File: src/rtl/multicycle_control.sv
// Multicycle RV32I sequencer: FETCH/DECODE/EXEC/MEM/WB FSM with memory wait timeout and sticky fault.
// Optional perf counters (cycle_cnt, retired_cnt) are enabled by defining MC_PERF_COUNTERS_EN.
module multicycle_control #(
    parameter int MEM_TIMEOUT = 16,
    parameter int CNT_WIDTH   = 32
) (
    input  logic       clock,
    input  logic       reset,
    input  logic [6:0] opcode,
    input  logic       zero,
    input  logic       mem_ready,
    output logic       pc_write,
    output logic       ir_write,
    output logic       i_or_d,
    output logic       mem_read,
    output logic       mem_write,
    output logic       reg_write,
    output logic       mem_to_reg,
    output logic [1:0] alu_src_a,
    output logic [1:0] alu_src_b,
    output logic [1:0] alu_op,
    output logic       pc_source,
    output logic       instr_done,
    output logic [1:0] fault,
    output logic [3:0] state_out
`ifdef MC_PERF_COUNTERS_EN
    ,
    output logic [CNT_WIDTH-1:0] cycle_cnt,
    output logic [CNT_WIDTH-1:0] retired_cnt
`endif
);

    localparam logic [3:0] S_FETCH     = 4'd0;
    localparam logic [3:0] S_DECODE    = 4'd1;
    localparam logic [3:0] S_MEM_ADDR  = 4'd2;
    localparam logic [3:0] S_MEM_READ  = 4'd3;
    localparam logic [3:0] S_MEM_WB    = 4'd4;
    localparam logic [3:0] S_MEM_WRITE = 4'd5;
    localparam logic [3:0] S_EXEC      = 4'd6;
    localparam logic [3:0] S_ALU_WB    = 4'd7;
    localparam logic [3:0] S_BRANCH    = 4'd8;
    localparam logic [3:0] S_FAULT     = 4'd9;

    localparam logic [6:0] OP_LW  = 7'b0000011;
    localparam logic [6:0] OP_SW  = 7'b0100011;
    localparam logic [6:0] OP_R   = 7'b0110011;
    localparam logic [6:0] OP_I   = 7'b0010011;
    localparam logic [6:0] OP_BEQ = 7'b1100011;

    localparam logic [1:0] F_NONE    = 2'b00;
    localparam logic [1:0] F_ILLEGAL = 2'b01;
    localparam logic [1:0] F_MEMTO   = 2'b10;

    localparam logic [7:0] WAIT_LAST = 8'(MEM_TIMEOUT - 1);

    if (MEM_TIMEOUT < 2 || MEM_TIMEOUT > 255 || CNT_WIDTH < 1) begin : g_bad_params
        $error("multicycle_control: parameter out of range");
    end

    logic [3:0] state, state_next;
    logic [1:0] fault_next;
    logic [7:0] wait_cnt;
    logic       mem_state;
    logic       timeout;

    // Memory handshake: the request strobe is held for as long as the state waits, and the
    // access completes on the first cycle mem_ready=1 is seen in that state; a ready in the
    // same cycle as the last allowed wait still counts as completion.
    assign mem_state = (state == S_FETCH) || (state == S_MEM_READ) || (state == S_MEM_WRITE);
    assign timeout   = mem_state && !mem_ready && (wait_cnt == WAIT_LAST);
    assign state_out = state;

    always_comb begin
        state_next = state;
        fault_next = fault;
        case (state)
            S_FETCH:     if (mem_ready) state_next = S_DECODE;
            S_DECODE: begin
                case (opcode)
                    OP_LW, OP_SW: state_next = S_MEM_ADDR;
                    OP_R, OP_I:   state_next = S_EXEC;
                    OP_BEQ:       state_next = S_BRANCH;
                    default: begin
                        state_next = S_FAULT;
                        if (fault == F_NONE) fault_next = F_ILLEGAL;
                    end
                endcase
            end
            S_MEM_ADDR:  state_next = (opcode == OP_LW) ? S_MEM_READ : S_MEM_WRITE;
            S_MEM_READ:  if (mem_ready) state_next = S_MEM_WB;
            S_MEM_WB:    state_next = S_FETCH;
            S_MEM_WRITE: if (mem_ready) state_next = S_FETCH;
            S_EXEC:      state_next = S_ALU_WB;
            S_ALU_WB:    state_next = S_FETCH;
            S_BRANCH:    state_next = S_FETCH;
            S_FAULT:     state_next = S_FAULT;
            default:     state_next = S_FETCH;
        endcase
        if (timeout) begin
            state_next = S_FAULT;
            if (fault == F_NONE) fault_next = F_MEMTO;
        end
    end

    always_ff @(posedge clock) begin
        if (reset) begin
            state    <= S_FETCH;
            wait_cnt <= 8'd0;
            fault    <= F_NONE;
        end else begin
            state <= state_next;
            fault <= fault_next;
            if (state_next != state) begin
                wait_cnt <= 8'd0;
            end else if (mem_state && !mem_ready) begin
                wait_cnt <= wait_cnt + 8'd1;
            end
        end
    end

    always_comb begin
        pc_write   = 1'b0;
        ir_write   = 1'b0;
        i_or_d     = 1'b0;
        mem_read   = 1'b0;
        mem_write  = 1'b0;
        reg_write  = 1'b0;
        mem_to_reg = 1'b0;
        alu_src_a  = 2'b00;
        alu_src_b  = 2'b00;
        alu_op     = 2'b00;
        pc_source  = 1'b0;
        instr_done = 1'b0;
        if (!reset) begin
            case (state)
                S_FETCH: begin
                    mem_read  = 1'b1;
                    alu_src_b = 2'b01;
                    ir_write  = mem_ready;
                    pc_write  = mem_ready;
                end
                S_DECODE:   alu_src_b = 2'b10;
                S_MEM_ADDR: begin
                    alu_src_a = 2'b01;
                    alu_src_b = 2'b10;
                end
                S_MEM_READ: begin
                    mem_read = 1'b1;
                    i_or_d   = 1'b1;
                end
                S_MEM_WB: begin
                    reg_write  = 1'b1;
                    mem_to_reg = 1'b1;
                    instr_done = 1'b1;
                end
                S_MEM_WRITE: begin
                    mem_write  = 1'b1;
                    i_or_d     = 1'b1;
                    instr_done = mem_ready;
                end
                S_EXEC: begin
                    alu_src_a = 2'b01;
                    alu_op    = 2'b10;
                    alu_src_b = (opcode == OP_R) ? 2'b00 : 2'b10;
                end
                S_ALU_WB: begin
                    reg_write  = 1'b1;
                    instr_done = 1'b1;
                end
                S_BRANCH: begin
                    alu_src_a  = 2'b01;
                    alu_op     = 2'b01;
                    pc_source  = 1'b1;
                    pc_write   = zero;
                    instr_done = 1'b1;
                end
                default: ;
            endcase
        end
    end

`ifdef MC_PERF_COUNTERS_EN
    always_ff @(posedge clock) begin
        if (reset) begin
            cycle_cnt   <= '0;
            retired_cnt <= '0;
        end else begin
            if (state != S_FAULT) cycle_cnt <= cycle_cnt + CNT_WIDTH'(1);
            if (instr_done) retired_cnt <= retired_cnt + CNT_WIDTH'(1);
        end
    end
`endif

endmodule

File: config.mk
export PLATFORM = sky130hd
export DESIGN_NAME = multicycle_control
export DESIGN_NICKNAME = d
export VERILOG_FILES = /design/src/rtl/multicycle_control.sv
export SDC_FILE = /design/constraint.sdc
export NUM_CORES = 1
export LEC_CHECK = 0
export ABC_CLOCK_PERIOD_IN_PS = 2300
export BUFFER_PORTS_ARGS = -buffer_cell sky130_fd_sc_hd__buf_2
export CAP_MARGIN = 20
export CORE_MARGIN = 2
export CORE_UTILIZATION = 50
export CTS_CLUSTER_DIAMETER = 100
export CTS_CLUSTER_SIZE = 24
export DETAILED_ROUTE_END_ITERATION = 8
export HOLD_SLACK_MARGIN = 0.02
export PLACE_DENSITY_LB_ADDON = 0.2
export SYNTH_ARGS = -nofsm -noshare
export SYNTH_HDL_FRONTEND = slang
export SYNTH_SLANG_ARGS = --single-unit
File: constraint.sdc
create_clock -name clock -period 2.3 [get_ports clock]
set_input_delay 0 -clock clock [delete_from_list [all_inputs] [get_ports clock]]
set_output_delay 0 -clock clock [all_outputs]
set_load 0.05 [all_outputs]
==> impl_metrics.csv, run 1 <==
group,metric,value,unit
die,rows,17,
synthesis,yosysTopAreaCell,"dfxtp_1",
power_and_ir_drop,power_frac_comb,38.6,%
clock_network,cts-root-buf,"clkbuf_4",
clock_network,htree_num_levels,1,
power_and_ir_drop,power_density,490,nW/um^2
synthesis,ys_warn_count,0,
run,maxCapViolCount,0,
sta,post-route-period-util,93.4,%
die,die_w,53.7,um
clock_network,clk_latency,280,ps
sta,setup_slack,151,ps
critical_path,cp.arrival,2350,ps
detailed_routing,wire_per_inst,15.5,um
detailed_routing,drc,0,
sta,hold_viol,0,
critical_path,critPathBufInv,0,
die,coreArea,2280,sq um
detailed_routing,dr.pass1.iters,4,
synthesis,seq_area_frac_synth,22.7,%
placed_design,hpwl,2340,um
placed_design,dp_cells,199,
clock_network,hold_buffers,0,
detailed_routing,via_count,1245,
synthesis,yosysMostFrequentCell,"dfxtp_1",
global_route,grt.total_usage,23.5,%
die,start_util,54.2,%
global_route,antenna_found_initial,0,
global_route,grt_max_degree,17,
power_and_ir_drop,power.internal,438,uW
placed_design,place.gp.congestion,0.847,
critical_path,cp_top_family,"compound AO/OA/AOI/OAI gates",
die,die_area,2880,sq um
sta,maxSlewViolCount,0,
detailed_routing,wl,3140,um
clock_network,clock_path_buffers,2,
clock_network,post_cts_buffers,0,
critical_path,cp_max_fo,8,
synthesis,avgSynthCellArea,8.75,sq um
detailed_routing,vias_per_cell,6.13,
layout,final_nets,188,
power_and_ir_drop,clock_power_share,24.7,%
synthesis,synth.top_cell.area_share,22.7,%
detailed_routing,drtIter0Drc,51,
min_path,min_path_type,"input port to flop",
sta,period_needed,2150,ps
synthesis,synth-main-ff-cell,"dfxtp_1",
synthesis,synth_edf_count,0,
synthesis,synthTopCellsByCount,"dfxtp_1, nor2_1, nor3_2, nor3_1, xor2_1",
power_and_ir_drop,p_leak,0.613,nW
global_route,grt_pass1_vias,1075,
placed_design,pre_cts_ws,175,ps
power_and_ir_drop,max-vdd-ir-drop,0.000350,V
clock_network,cts.sinks,14,
power_and_ir_drop,switching_share,39.1,%
layout,fin_cells,203,
die,ioPinCount,32,
status,status,"finished clean",
layout,antenna_cells,0,
die,die-height,53.7,um
power_and_ir_drop,power_switching,281,uW
sta,finalClockSkew,7.03,ps
placed_design,port_buffers,30,
sta,max_freq,465,MHz
synthesis,syn_area,1230,sq um
global_route,gr-total-overflow,0,
critical_path,crit_path_start_kind,"flop",
critical_path,cp-end-kind,"flop",
synthesis,synthesis.instances,141,
clock_network,cts_tree,"done",
critical_path,cp_cell_sequence,"nand2b_1, nor3_2, a2111oi_4, nor4_1, a2111o_2, nor3_2",
synthesis,ys_async_sr_fraction,0,%
critical_path,cp_slowest_cell,"a2111o_2",
power_and_ir_drop,seq_power_share,36.7,%
critical_path,required,2500,ps
global_route,grt_pass1_wl,4930,um
layout,fillers,197,
synthesis,syn_nets,153,
sta,finalSetupViolCount,0,
synthesis,ys_seq_elements,14,
detailed_routing,detail-route-antenna-nets,0,
clock_network,cts_made_buffers,3,
synthesis,yosys-top-cells-area,"dfxtp_1, nor3_2, xor2_1",
clock_network,cts.clk_slew.worst_paths,90,ps
critical_path,slowest_delay,580,ps
synthesis,ys_types,53,
critical_path,crit_path_frequent_cell,"nor3_2",
sta,rsz0062_at_grt,"false",
critical_path,critical_path_class,"flop to flop",
layout,drive_above_1_share,43.4,%
layout,synthToLayoutAreaGrowth,19.0,%
final timing paths:
kind / startpoint / to / slack [ps] / depth (start not counted)
setup reg to reg: state_out[1]$_SDFF_PP0_ / wait_cnt[1]$_SDFFE_PP0P_ / 150 / 6
setup / recovery: state_out[1]$_SDFF_PP0_ / wait_cnt[1]$_SDFFE_PP0P_ / 150 / 6
hold reg to reg: fault[0]$_SDFF_PP0_ / fault[0]$_SDFF_PP0_ / 480 / 2
hold / removal: reset / flop / 90 / 2
state kept, by name, indices dropped and copies added, names as in the netlist, named ones only:
name	flops
fault	1
wait_cnt	8
state_out	4
stage by stage:
step	setup TNS, ps	utilization (%)	hold slack, ps	total power, mW	cell area (sq um)
floorplan	-121	-	69.5	0.486	1260
global placement	0	62.6	368	0.539	1430
detailed placement	0	62.6	377	0.543	1430
CTS	0	64.2	80.8	0.722	1460
global route	0	64.5	95.4	0.755	1470
finish	0	64.5	91.4	0.719	1470
layer usage:
metal	global-route usage, %	wire length, um	up-vias
met5	0	0	-
met2	37.2	1400	80
met4	11.5	76	0
met1	31.2	1370	568
li1	-	-	583
met3	3.06	294	14
cell type report:
type	count	area (sq um)	area share (%)
flip-flops and latches	14	285	19.4
multi-input cells	114	875	59.6
well taps	28	35.0	2.39
inverters	3	11.3	0.767
repair buffers	40	225	15.3
clock buffers	4	36.3	2.47
cells by family after synthesis:
kind of cell,Yosys count,share of synthesized area [%]
multiplexers,3,3.55
other,1,0.304
adder cells (fa/ha/maj),1,1.01
flip-flops,14,22.7
AO/OA/AOI/OAI,28,18.4
buffers and inverters,13,8.52
AND/OR/NAND/NOR,72,39.2
XOR/XNOR,9,6.39
layout by cell type, fill, tap and decap left out, types with 3 or more instances in the layout:
cell type / n
buf_2: 30
nor4_1: 3
dfxtp_1: 10
xor2_1: 8
o21ai_0: 5
dfxtp_2: 4
buf_4: 10
nand2_1: 5
nor2_1: 12
nand3_1: 4
nand4_1: 3
nor3_2: 12
a21oi_1: 7
nand2b_1: 6
clkbuf_4: 3
nor3_1: 7
inv_1: 3
worst reg2reg max path, stage by stage (launching register included):
cell	delay, ps
dfxtp_2	420
nand2b_1	270
nor3_2	90
a2111oi_4	410
nor4_1	90
a2111o_2	580
nor3_2	200
power by group through the flow:
stage	combinational (mW)	clock (mW)	sequential [mW]
after floorplan	0.197	0	0.289
after global placement	0.270	0	0.268
after detailed placement	0.274	0	0.269
after CTS	0.275	0.183	0.264
after global routing	0.296	0.193	0.266
final	0.278	0.177	0.264
timing repair:
item                                    in CTS  in global routing
hold endpoints to repair                     0                  0
endpoints found under the setup margin       0                  1
gates resized for setup                      0                  1
No activity file was read; power rests on OpenSTA's default activity.
==> run 2: changes to the inputs <==
--- a/config.mk
+++ b/config.mk
@@ -8,8 +8,11 @@
 export ABC_CLOCK_PERIOD_IN_PS = 2300
 export BUFFER_PORTS_ARGS = -buffer_cell sky130_fd_sc_hd__buf_2
 export CAP_MARGIN = 20
+export CELL_PAD_IN_SITES_DETAIL_PLACEMENT = 0
+export CELL_PAD_IN_SITES_GLOBAL_PLACEMENT = 2
+export CORE_ASPECT_RATIO = 2
 export CORE_MARGIN = 2
-export CORE_UTILIZATION = 50
+export CORE_UTILIZATION = 31
 export CTS_CLUSTER_DIAMETER = 100
 export CTS_CLUSTER_SIZE = 24
 export DETAILED_ROUTE_END_ITERATION = 8
==> run 2 against run 1 <==
Effect of this change: worst hold slack improved by 45 ps; non-clock buffer count is 3 higher; global-route usage shrank 6.8 points; cell count is 13% higher; critical path type unchanged.
==> impl_metrics.csv, run 2 (synthesized netlist as in run 1, its figures left out) <==
group,metric,value,unit
status,status,"finished clean",
sta,post-route-period-util,95.1,%
critical_path,cp.arrival,2360,ps
layout,design_area,1540,sq um
critical_path,crit_path_start_kind,"flop",
placed_design,hpwl,2880,um
global_route,grt_max_degree,17,
layout,synthToLayoutAreaGrowth,24.9,%
layout,drive_above_1_share,44.4,%
sta,hold_viol,0,
layout,largest_reg_flops,8,
die,ioPinCount,32,
clock_network,cts-root-buf,"clkbuf_8",
placed_design,port_buffers,30,
min_path,min_delay_path_depth,2,
global_route,met1_usage,15.7,%
sta,setup_slack,113,ps
global_route,grt_util_met3,1.28,%
die,die-height,93.2,um
sta,maxSlewViolCount,0,
critical_path,reg2reg_to,"wait_cnt[7]$_SDFFE_PP0P_",
critical_path,cp_max_fo,9,
clock_network,htree_num_levels,1,
min_path,hp-start,"reset",
layout,register_area,288,sq um
power_and_ir_drop,power_density,508,nW/um^2
clock_network,clock_path_buffers,2,
detailed_routing,drtIter0Drc,21,
placed_design,place.gp.congestion,0.808,
layout,layout_common_cells,"buf_2, buf_4, nor2_1, nor3_2, dfxtp_1",
clock_network,cts.sinks,14,
detailed_routing,via_count,1175,
layout,antenna_cells,0,
detailed_routing,drc,0,
detailed_routing,vias_per_cell,5.13,
die,rows,32,
detailed_routing,wire_per_inst,15.4,um
detailed_routing,detail-route-antenna-nets,0,
sta,rsz0062_at_grt,"false",
critical_path,required,2470,ps
sta,max_freq,457,MHz
layout,multi_input_area,876,sq um
placed_design,placed_area,1470,sq um
min_path,min_path_type,"input port to flop",
global_route,grt_pass1_vias,1219,
critical_path,cp-end-kind,"flop",
power_and_ir_drop,power_frac_comb,35.5,%
layout,final_nets,191,
critical_path,rr_worst_depth,7,
global_route,gr-max-usage-layer,"met2",
global_route,gr-total-overflow,0,
power_and_ir_drop,max-vdd-ir-drop,0.000397,V
die,die_area,4530,sq um
layout,fillers,424,
detailed_routing,wl,3530,um
critical_path,worstReg2RegStart,"state_out[1]$_SDFF_PP0_",
power_and_ir_drop,p_leak,0.636,nW
clock_network,hold_buffers,0,
critical_path,cp_slowest_cell,"a2111o_4",
critical_path,critical_path_class,"flop to flop",
global_route,antenna_found_initial,0,
clock_network,clk_latency,250,ps
power_and_ir_drop,power_switching,286,uW
run,maxCapViolCount,0,
global_route,grt_pass1_wl,5810,um
power_and_ir_drop,seq_power_share,34.4,%
power_and_ir_drop,switching_share,36.5,%
detailed_routing,dr.pass1.iters,4,
clock_network,cts.clk_slew.worst_paths,60,ps
power_and_ir_drop,power.internal,497,uW
critical_path,cp_cell_sequence,"buf_4, nand3b_1, a31oi_1, a2111oi_4, a21o_2, a2111o_4, nor3_2",
die,start_util,32.1,%
global_route,grtUsageMet2,33.6,%
global_route,grt.total_usage,16.7,%
layout,largest-register,"wait_cnt",
placed_design,pre_cts_ws,65.1,ps
die,coreArea,3840,sq um
clock_network,cts_tree,"done",
critical_path,r2r_slack,110,ps
sta,fin_setup_tns,0,ps
sta,period_needed,2190,ps
sta,finalClockSkew,2.71,ps
sta,finalSetupViolCount,0,
power_and_ir_drop,clock_power_share,30.1,%
layout,final_common_cell,"buf_2",
critical_path,critPathBufInv,1,
die,die_w,48.6,um
critical_path,slowest_delay,550,ps
clock_network,cts_made_buffers,3,
critical_path,cp_top_family,"compound AO/OA/AOI/OAI gates",
## run 2: power groups by stage
stage	combinational (mW)	sequential, mW	clock (mW)
detailed placement	0.279	0.273	0
global route	0.301	0.271	0.252
CTS	0.280	0.268	0.244
finish	0.278	0.269	0.236
floorplan	0.197	0.289	0
global placement	0.281	0.273	0
## run 2: worst max-delay path by stage
stage / start / to / slack, ps / cells after the start
6_report: state_out[1]$_SDFF_PP0_ / wait_cnt[7]$_SDFFE_PP0P_ / 110 / 7
5_1_grt: state_out[1]$_SDFF_PP0_ / wait_cnt[7]$_SDFFE_PP0P_ / 30 / 7
4_1_cts: state_out[0]$_SDFF_PP0_ / wait_cnt[5]$_SDFFE_PP0P_ / 60 / 7
3_5_place_dp: state_out[0]$_SDFF_PP0_ / wait_cnt[5]$_SDFFE_PP0P_ / 70 / 7
3_3_place_gp: state_out[0]$_SDFF_PP0_ / wait_cnt[3]$_SDFFE_PP0P_ / 140 / 7
2_1_floorplan: state_out[1]$_SDFF_PP0_ / pc_write / -120 / 6
## run 2: layout make-up
class / instances / area share, %
multi-input cells: 114 / 56.8
inverters: 3 / 0.731
clock buffers: 4 / 3.57
flip-flops and latches: 14 / 18.7
repair buffers: 43 / 16.1
well taps: 51 / 4.14
## run 2: metrics by stage
step / hold slack (ps) / util [%] / power [mW] / cells
final: 137 / 40.1 / 0.783 / 229
after global routing: 159 / 40.1 / 0.824 / 229
after CTS: 143 / 39.6 / 0.792 / 228
after detailed placement: 400 / 38.2 / 0.553 / 224
after global placement: 383 / 38.2 / 0.554 / 224
after floorplan: 69.5 / - / 0.486 / 141
## run 2: layer usage
metal | wire length, um | vias up
li1 | - | 586
met1 | 1270 | 553
met2 | 2040 | 28
met3 | 95 | 8
met4 | 124 | 0
met5 | 0 | -
## run 2: repair_timing
item / CTS / global route
resized for setup: 0 / 2
buffers inserted: 0 / 1
endpoints found under the setup margin: 0 / 8
